$ cat config.mk
export PLATFORM = sky130hd
export DESIGN_NAME = mem_access_stage_flat
export DESIGN_NICKNAME = d
export VERILOG_FILES = /design/src/rtl/mem_access_stage_pkg.sv /design/src/rtl/mem_access_stage_if.sv /design/src/rtl/mem_access_stage_load_formatter.sv /design/src/rtl/mem_access_stage.sv /design/src/flat_wrapper.sv
export SDC_FILE = /design/constraint.sdc
export NUM_CORES = 1
export LEC_CHECK = 0
export ABC_AREA = 1
export CAP_MARGIN = 5
export CORE_ASPECT_RATIO = 1.4
export CORE_MARGIN = 2
export CORE_UTILIZATION = 45
export DETAILED_ROUTE_END_ITERATION = 10
export DONT_BUFFER_PORTS = 1
export HOLD_SLACK_MARGIN = 0.12
export PLACE_DENSITY = 0.63
export SLEW_MARGIN = 20
export SYNTH_ARGS = -nofsm -noshare
export SYNTH_HDL_FRONTEND = slang
export SYNTH_SLANG_ARGS = --single-unit
$ cat constraint.sdc
create_clock -name clk -period 2.4 [get_ports clk]
set_input_delay 0.36 -clock clk [delete_from_list [all_inputs] [get_ports clk]]
set_output_delay 0.36 -clock clk [all_outputs]
set_load 0.02 [all_outputs]
$ cat src/rtl/mem_access_stage_pkg.sv
`default_nettype none
// +--------------------------------------------------------------------+
// | mem_access_stage_pkg : shared encodings for the MEM-stage access   |
// | Revision: 1.0                                                      |
// +--------------------------------------------------------------------+
package mem_access_stage_pkg;

  localparam logic [1:0] SZ_BYTE = 2'b00;
  localparam logic [1:0] SZ_HALF = 2'b01;
  localparam logic [1:0] SZ_WORD = 2'b10;

  localparam int DEFAULT_TIMEOUT = 16;

  typedef enum logic [1:0] {
    IDLE = 2'd0,
    BUSY = 2'd1,
    DONE = 2'd2
  } state_t;

endpackage
`default_nettype wire

$ cat src/rtl/mem_access_stage_if.sv
`default_nettype none
// +--------------------------------------------------------------------+
// | mem_access_stage_if : valid/ack data-memory bus                    |
// | Revision: 1.0                                                      |
// +--------------------------------------------------------------------+
interface mem_access_stage_if #(
  parameter int ADDR_W = 32
);
  logic              dmemReq;
  logic              dmemWe;
  logic [ADDR_W-1:0] dmemAddr;
  logic [31:0]       dmemWData;
  logic [3:0]        dmemBe;
  logic [31:0]       dmemRData;
  logic              dmemAck;

  modport master (
    output dmemReq, dmemWe, dmemAddr, dmemWData, dmemBe,
    input  dmemRData, dmemAck
  );

  modport slave (
    input  dmemReq, dmemWe, dmemAddr, dmemWData, dmemBe,
    output dmemRData, dmemAck
  );
endinterface
`default_nettype wire

$ cat src/rtl/mem_access_stage_load_formatter.sv
`default_nettype none
// +--------------------------------------------------------------------+
// | load_formatter : lane select and sign/zero extension of load data  |
// | Revision: 1.0                                                      |
// +--------------------------------------------------------------------+
module load_formatter
  import mem_access_stage_pkg::*;
(
  input  wire logic [31:0] i_rdata,
  input  wire logic [1:0]  i_addr_lo,
  input  wire logic [1:0]  i_size,
  input  wire logic        i_unsigned,
  output logic      [31:0] o_data
);

  logic [31:0] w_shift;
  assign w_shift = i_rdata >> {i_addr_lo, 3'b000};

  always_comb begin
    o_data = w_shift;
    case (i_size)
      SZ_BYTE: o_data = {{24{~i_unsigned & w_shift[7]}},  w_shift[7:0]};
      SZ_HALF: o_data = {{16{~i_unsigned & w_shift[15]}}, w_shift[15:0]};
      default: o_data = w_shift;
    endcase
  end

endmodule
`default_nettype wire

$ cat src/rtl/mem_access_stage.sv
`default_nettype none
// +--------------------------------------------------------------------+
// | mem_access_stage : MEM-stage data-memory access controller         |
// | Revision: 1.0                                                      |
// +--------------------------------------------------------------------+
module mem_access_stage
  import mem_access_stage_pkg::*;
#(
  parameter int TIMEOUT_CYCLES = DEFAULT_TIMEOUT,
  parameter int ADDR_W         = 32
) (
  input  wire logic              clk,
  input  wire logic              rst,
  input  wire logic              memReadIn,
  input  wire logic              memWriteIn,
  input  wire logic [1:0]        sizeIn,
  input  wire logic              unsignedIn,
  input  wire logic [ADDR_W-1:0] addrIn,
  input  wire logic [31:0]       storeDataIn,
  mem_access_stage_if.master     dmem,
  output logic                   stallOut,
  output logic      [31:0]       RDOut,
  output logic                   alignErrOut,
  output logic                   busErrOut
);

  localparam int CW = $clog2(TIMEOUT_CYCLES) + 1;

  state_t        r_state;
  state_t        w_next;
  logic [CW-1:0] r_cnt;
  logic [31:0]   r_rd;
  logic          r_bus_err;

  logic          w_op, w_we, w_misalign, w_timeout;
  logic          w_req, w_stall, w_align;
  logic [3:0]    w_be;
  logic [31:0]   w_wdata, w_fmt;

  assign w_op      = memReadIn | memWriteIn;
  assign w_we      = memWriteIn & ~memReadIn;
  assign w_timeout = (r_cnt == CW'(TIMEOUT_CYCLES - 1));

  always_comb begin
    w_misalign = 1'b0;
    w_be       = 4'b1111;
    w_wdata    = storeDataIn;
    case (sizeIn)
      SZ_BYTE: begin
        w_be    = 4'b0001 << addrIn[1:0];
        w_wdata = {4{storeDataIn[7:0]}};
      end
      SZ_HALF: begin
        w_misalign = addrIn[0];
        w_be       = 4'b0011 << addrIn[1:0];
        w_wdata    = {2{storeDataIn[15:0]}};
      end
      default: w_misalign = |addrIn[1:0];
    endcase
  end

  load_formatter u_fmt (
    .i_rdata    (dmem.dmemRData),
    .i_addr_lo  (addrIn[1:0]),
    .i_size     (sizeIn),
    .i_unsigned (unsignedIn),
    .o_data     (w_fmt)
  );

  always_comb begin
    w_next  = r_state;
    w_req   = 1'b0;
    w_stall = 1'b0;
    w_align = 1'b0;
    case (r_state)
      IDLE: begin
        if (w_op) begin
          if (w_misalign) begin
            w_align = 1'b1;
          end else begin
            w_req   = 1'b1;
            w_stall = 1'b1;
            w_next  = BUSY;
          end
        end
      end
      BUSY: begin
        w_req   = 1'b1;
        w_stall = 1'b1;
        if (dmem.dmemAck || w_timeout) w_next = DONE;
      end
      DONE:    w_next = IDLE;
      default: w_next = IDLE;
    endcase
  end

  always_ff @(posedge clk or negedge rst) begin
    if (!rst) r_state <= IDLE;
    else      r_state <= w_next;
  end

  // Ack has priority over a timeout landing in the same cycle.
  always_ff @(posedge clk or negedge rst) begin
    if (!rst) begin
      r_cnt     <= '0;
      r_rd      <= '0;
      r_bus_err <= 1'b0;
    end else begin
      r_bus_err <= 1'b0;
      case (r_state)
        IDLE: begin
          if (w_op && w_misalign) r_rd  <= '0;
          else if (w_op)          r_cnt <= '0;
        end
        BUSY: begin
          if (dmem.dmemAck) begin
            if (memReadIn) r_rd <= w_fmt;
          end else if (w_timeout) begin
            r_bus_err <= 1'b1;
            r_rd      <= '0;
          end else begin
            r_cnt <= r_cnt + CW'(1);
          end
        end
        default: ;
      endcase
    end
  end

  // Reset gating keeps the bus quiet while rst is held, even with an op pending.
  assign dmem.dmemReq   = w_req & rst;
  assign dmem.dmemWe    = w_req & rst & w_we;
  assign dmem.dmemBe    = (w_req & rst) ? w_be : 4'b0000;
  assign dmem.dmemAddr  = {addrIn[ADDR_W-1:2], 2'b00};
  assign dmem.dmemWData = w_wdata;
  assign stallOut       = w_stall & rst;
  assign alignErrOut    = w_align & rst;
  assign busErrOut      = r_bus_err;
  assign RDOut          = r_rd;

endmodule
`default_nettype wire

$ cat src/flat_wrapper.sv
// flat-port wrapper written by rule: the top's interface ports become plain ports
module mem_access_stage_flat import mem_access_stage_pkg::*;
#(
  parameter int TIMEOUT_CYCLES = DEFAULT_TIMEOUT,
  parameter int ADDR_W         = 32
)
  (clk, rst, memReadIn, memWriteIn, sizeIn, unsignedIn, addrIn, storeDataIn, stallOut, RDOut, alignErrOut, busErrOut, dmem_dmemReq, dmem_dmemWe, dmem_dmemAddr, dmem_dmemWData, dmem_dmemBe, dmem_dmemRData, dmem_dmemAck);
  mem_access_stage_if #(.ADDR_W(ADDR_W)) dmem_i ();
  input  wire logic clk;
  input  wire logic rst;
  input  wire logic memReadIn;
  input  wire logic memWriteIn;
  input  wire logic [1:0] sizeIn;
  input  wire logic unsignedIn;
  input  wire logic [ADDR_W-1:0] addrIn;
  input  wire logic [31:0] storeDataIn;
  output logic stallOut;
  output logic      [31:0] RDOut;
  output logic alignErrOut;
  output logic busErrOut;
  output wire logic [$bits(dmem_i.dmemReq)-1:0] dmem_dmemReq;
  output wire logic [$bits(dmem_i.dmemWe)-1:0] dmem_dmemWe;
  output wire logic [$bits(dmem_i.dmemAddr)-1:0] dmem_dmemAddr;
  output wire logic [$bits(dmem_i.dmemWData)-1:0] dmem_dmemWData;
  output wire logic [$bits(dmem_i.dmemBe)-1:0] dmem_dmemBe;
  input wire logic [$bits(dmem_i.dmemRData)-1:0] dmem_dmemRData;
  input wire logic [$bits(dmem_i.dmemAck)-1:0] dmem_dmemAck;
  assign dmem_dmemReq = dmem_i.dmemReq;
  assign dmem_dmemWe = dmem_i.dmemWe;
  assign dmem_dmemAddr = dmem_i.dmemAddr;
  assign dmem_dmemWData = dmem_i.dmemWData;
  assign dmem_dmemBe = dmem_i.dmemBe;
  assign dmem_i.dmemRData = dmem_dmemRData;
  assign dmem_i.dmemAck = dmem_dmemAck;
  mem_access_stage #(.TIMEOUT_CYCLES(TIMEOUT_CYCLES), .ADDR_W(ADDR_W)) u_core (.clk(clk), .rst(rst), .memReadIn(memReadIn), .memWriteIn(memWriteIn), .sizeIn(sizeIn), .unsignedIn(unsignedIn), .addrIn(addrIn), .storeDataIn(storeDataIn), .dmem(dmem_i), .stallOut(stallOut), .RDOut(RDOut), .alignErrOut(alignErrOut), .busErrOut(busErrOut));
endmodule
==> results.json <==
{
  "routabilityCongestion": 0.898,
  "core_area_sq_mm": 0.00727,
  "ys_warn_count": 0,
  "dp_worst_setup_slack_ns": 0.264,
  "syn_to_final_growth_pct": -4.66,
  "instances_no_fill": 537,
  "p_switching_w": 0.00137,
  "synthFlopType": "dfrtp_1",
  "synth_top_area_share_pct": 30.1,
  "cp.arrival_ns": 1.98,
  "finalHoldViolations": 0,
  "clockPowerShare_pct": 15.1,
  "grt.overflow.total": 0,
  "p_per_area_mw_per_mm2": 879,
  "start_util_pct": 45.8,
  "p_seq_share_pct": 45.0,
  "grt_pass1_vias": 2793,
  "io_pins": 209,
  "synth_largest_area_cell": "dfrtp_1",
  "synth.yosys.seq_area_share_pct": 30.1,
  "grt_pass1_wl_um": 14700,
  "ys_seq_elements": 40,
  "die_h_um": 106,
  "p_total_w": 0.00279,
  "viasPerCell": 5.61,
  "drive_gt1_share_pct": 11.1,
  "tightest_slew_ns": 0.630,
  "synthArstFlopShare_pct": 100,
  "wl_um": 9300,
  "required_ns": 2.04,
  "wl_per_cell_um": 17.3,
  "outcome": "finished clean",
  "combPwrFrac_pct": 39.9,
  "clkSlewWorstSetupHoldPaths_ns": 0.07,
  "slew-limit-headroom_pct": 57.6,
  "slew_viol_final": 0,
  "antenna_found_initial": 0,
  "drc": 0,
  "clk_path_buf_depth": 2,
  "start_kind": "flop",
  "dr_total_vias": 3014,
  "first_pass_iters": 5,
  "grt_max_degree": 41,
  "ir_worst_vdd_mv": 0.474,
  "fin_ws_ns": 0.0571,
  "endpoint_kind": "output pin",
  "setup_viol": 0,
  "cts_root_buf": "clkbuf_8",
  "ff_latch_area_sq_mm": 0.00100,
  "yosysMostFrequentCell": "nand2_1",
  "synth_cell_type_count": 31,
  "synth_edf_count": 0,
  "leakagePower_nw": 1.61,
  "critical_path_class": "flop to output pin",
  "max_freq_mhz": 427,
  "fillers": 778,
  "finalClockSkew_ns": 0.00372,
  "h-tree-depth": 2,
  "power.share.switching_pct": 49.0,
  "hold_class": "input port to flop",
  "crit_fanout": 5,
  "cts_sinks": 40,
  "syn_area_sq_mm": 0.00333,
  "period_needed_ns": 2.34,
  "cts_tree": "yes",
  "first_iter_violations": 279,
  "dpl.cell_count": 523,
  "nNetsFinal": 546,
  "synth_common_cells": "nand2_1 (190), buf_4 (41), dfrtp_1 (40), a21oi_1 (31), inv_1 (30)",
  "avgSynthCellArea_sq_um": 6.78,
  "numCtsBuffers": 5,
  "syn_inst": 491,
  "ant_nets": 0,
  "yosys-top-cells-area": "dfrtp_1 (30%), nand2_1 (21%), buf_4 (9.2%), a21oi_1 (4.7%), nand3_1 (3.5%)",
  "rows": 37,
  "die_width_um": 76.7,
  "die-area_sq_mm": 0.00812,
  "antenna_cells": 0,
  "grt_usage_pct": 22.8,
  "drv_cap": 0,
  "io_buffers": 0,
  "hold_ws_ns": 0.141,
  "min_period_over_period_pct": 97.6,
  "dp_hpwl_um": 7040,
  "cellInternalPower_w": 0.00142,
  "multi_input_area_sq_mm": 0.00174,
  "clk_latency_ns": 0.28
}
-- timing repair --
| item | 4_1_cts | 5_1_grt |
|---|---|---|
| hold buffers | 2 | 0 |
| hold endpoints to repair | 40 | 0 |
| pin swaps | 0 | 4 |
| setup endpoints to repair | 7 | 7 |
| resized for setup | 2 | 15 |
| setup buffers | 0 | 5 |
-- per-stage QoR --
| step | area [sq um] | setup TNS (ns) | utilization (%) |
|---|---|---|---|
| final | 3180 | 0 | 43.7 |
| after global routing | 3180 | -0.0704 | 43.7 |
| after CTS | 3070 | -0.197 | 42.3 |
| after detailed placement | 2960 | 0 | 40.7 |
| after global placement | 2960 | 0 | 40.7 |
| after floorplan | 3330 | 0 | - |
-- power by group through the flow --
stage                     registers (W)  logic, W  clock network [W]
after floorplan                 0.00122   0.00104                  0
after global placement          0.00127  0.000953                  0
after detailed placement        0.00128  0.000966                  0
after CTS                       0.00126  0.000993           0.000439
after global routing            0.00128   0.00125           0.000465
final                           0.00126   0.00111           0.000422
-- worst max-delay path, cell delays in order (launching register included) --
cell and delay, ns:
dfrtp_1 0.41, ha_1 0.22, nand2_1 0.09, nor2_1 0.05, ha_1 0.21, nand2_2 0.11
nand3_4 0.11, nand2_2 0.10, nand2_4 0.08, buf_12 0.14, nor2_4 0.17
-- sequential cells by signal (all words and copies together) (netlist names) --
register,flops
u_core.RDOut,32
u_core.r_state,2
u_core.r_cnt,5
u_core.busErrOut,1
-- cell type report --
type                            instances  area share (%)
Timing Repair Buffer                    7            2.52
Multi-Input combinational cell        350            54.9
Clock buffer                            6            2.29
Inverter                               36            4.77
Clock inverter                          1           0.158
Tap cell                               97            3.82
Sequential cell                        40            31.5
-- routing by layer --
layer	vias to the layer above	track usage, %	part of all wire, %
met5	-	0	0
li1	1426	-	-
met2	139	37.7	50
met4	0	7.01	2.1
met1	1427	28.0	39
met3	22	7.79	9.3
-- worst paths after layout --
check,from,to,slack [ns],depth (start not counted)
worst max-delay path,u_core.r_cnt[0]$_DFFE_PN0P_,dmem_dmemBe[1],0.06,10
worst min-delay path,dmem_dmemAck,u_core.busErrOut$_DFF_PN0_,0.14,1
worst max register to register,u_core.r_cnt[0]$_DFFE_PN0P_,u_core.RDOut[17]$_DFFE_PN0P_,0.29,11
worst min register to register,u_core.r_cnt[4]$_DFFE_PN0P_,u_core.r_cnt[4]$_DFFE_PN0P_,0.51,2
max in group asynchronous,rst,u_core.r_cnt[4]$_DFFE_PN0P_,1.64,2
min in group asynchronous,rst,u_core.RDOut[7]$_DFFE_PN0P_,0.56,2
-- logic make-up (layout without fill, tap and decap cells) --
group	count (synthesis)	count (layout)	share of synthesized area [%]
AO/OA/AOI/OAI	76	76	12.2
XOR/XNOR	1	1	0.263
adder cells (fa/ha/maj)	2	2	0.751
buffers and inverters	102	50	19.2
flip-flops	40	40	30.1
other	1	2	0.113
AND/OR/NAND/NOR	269	269	37.5
-- cells in the final DEF, fill, tap and decap left out, drive strengths merged --
cell type | netlist | layout
dfrtp | 40 | 40
conb | 1 | 2
buf | 60 | 6
inv | 36 | 35
or2 | 2 | 2
clkinvlp | 0 | 1
ha | 2 | 2
o21ai | 35 | 35
nand2 | 199 | 199
nor2 | 25 | 25
a21oi | 32 | 32
xor2 | 1 | 1
dlygate4sd3 | 0 | 1
nand4 | 16 | 16
clkinv | 0 | 1
clkbuf | 6 | 6
nand3 | 27 | 27
o211ai | 8 | 8
a31oi | 1 | 1
No activity file was read; power rests on OpenSTA's default activity.
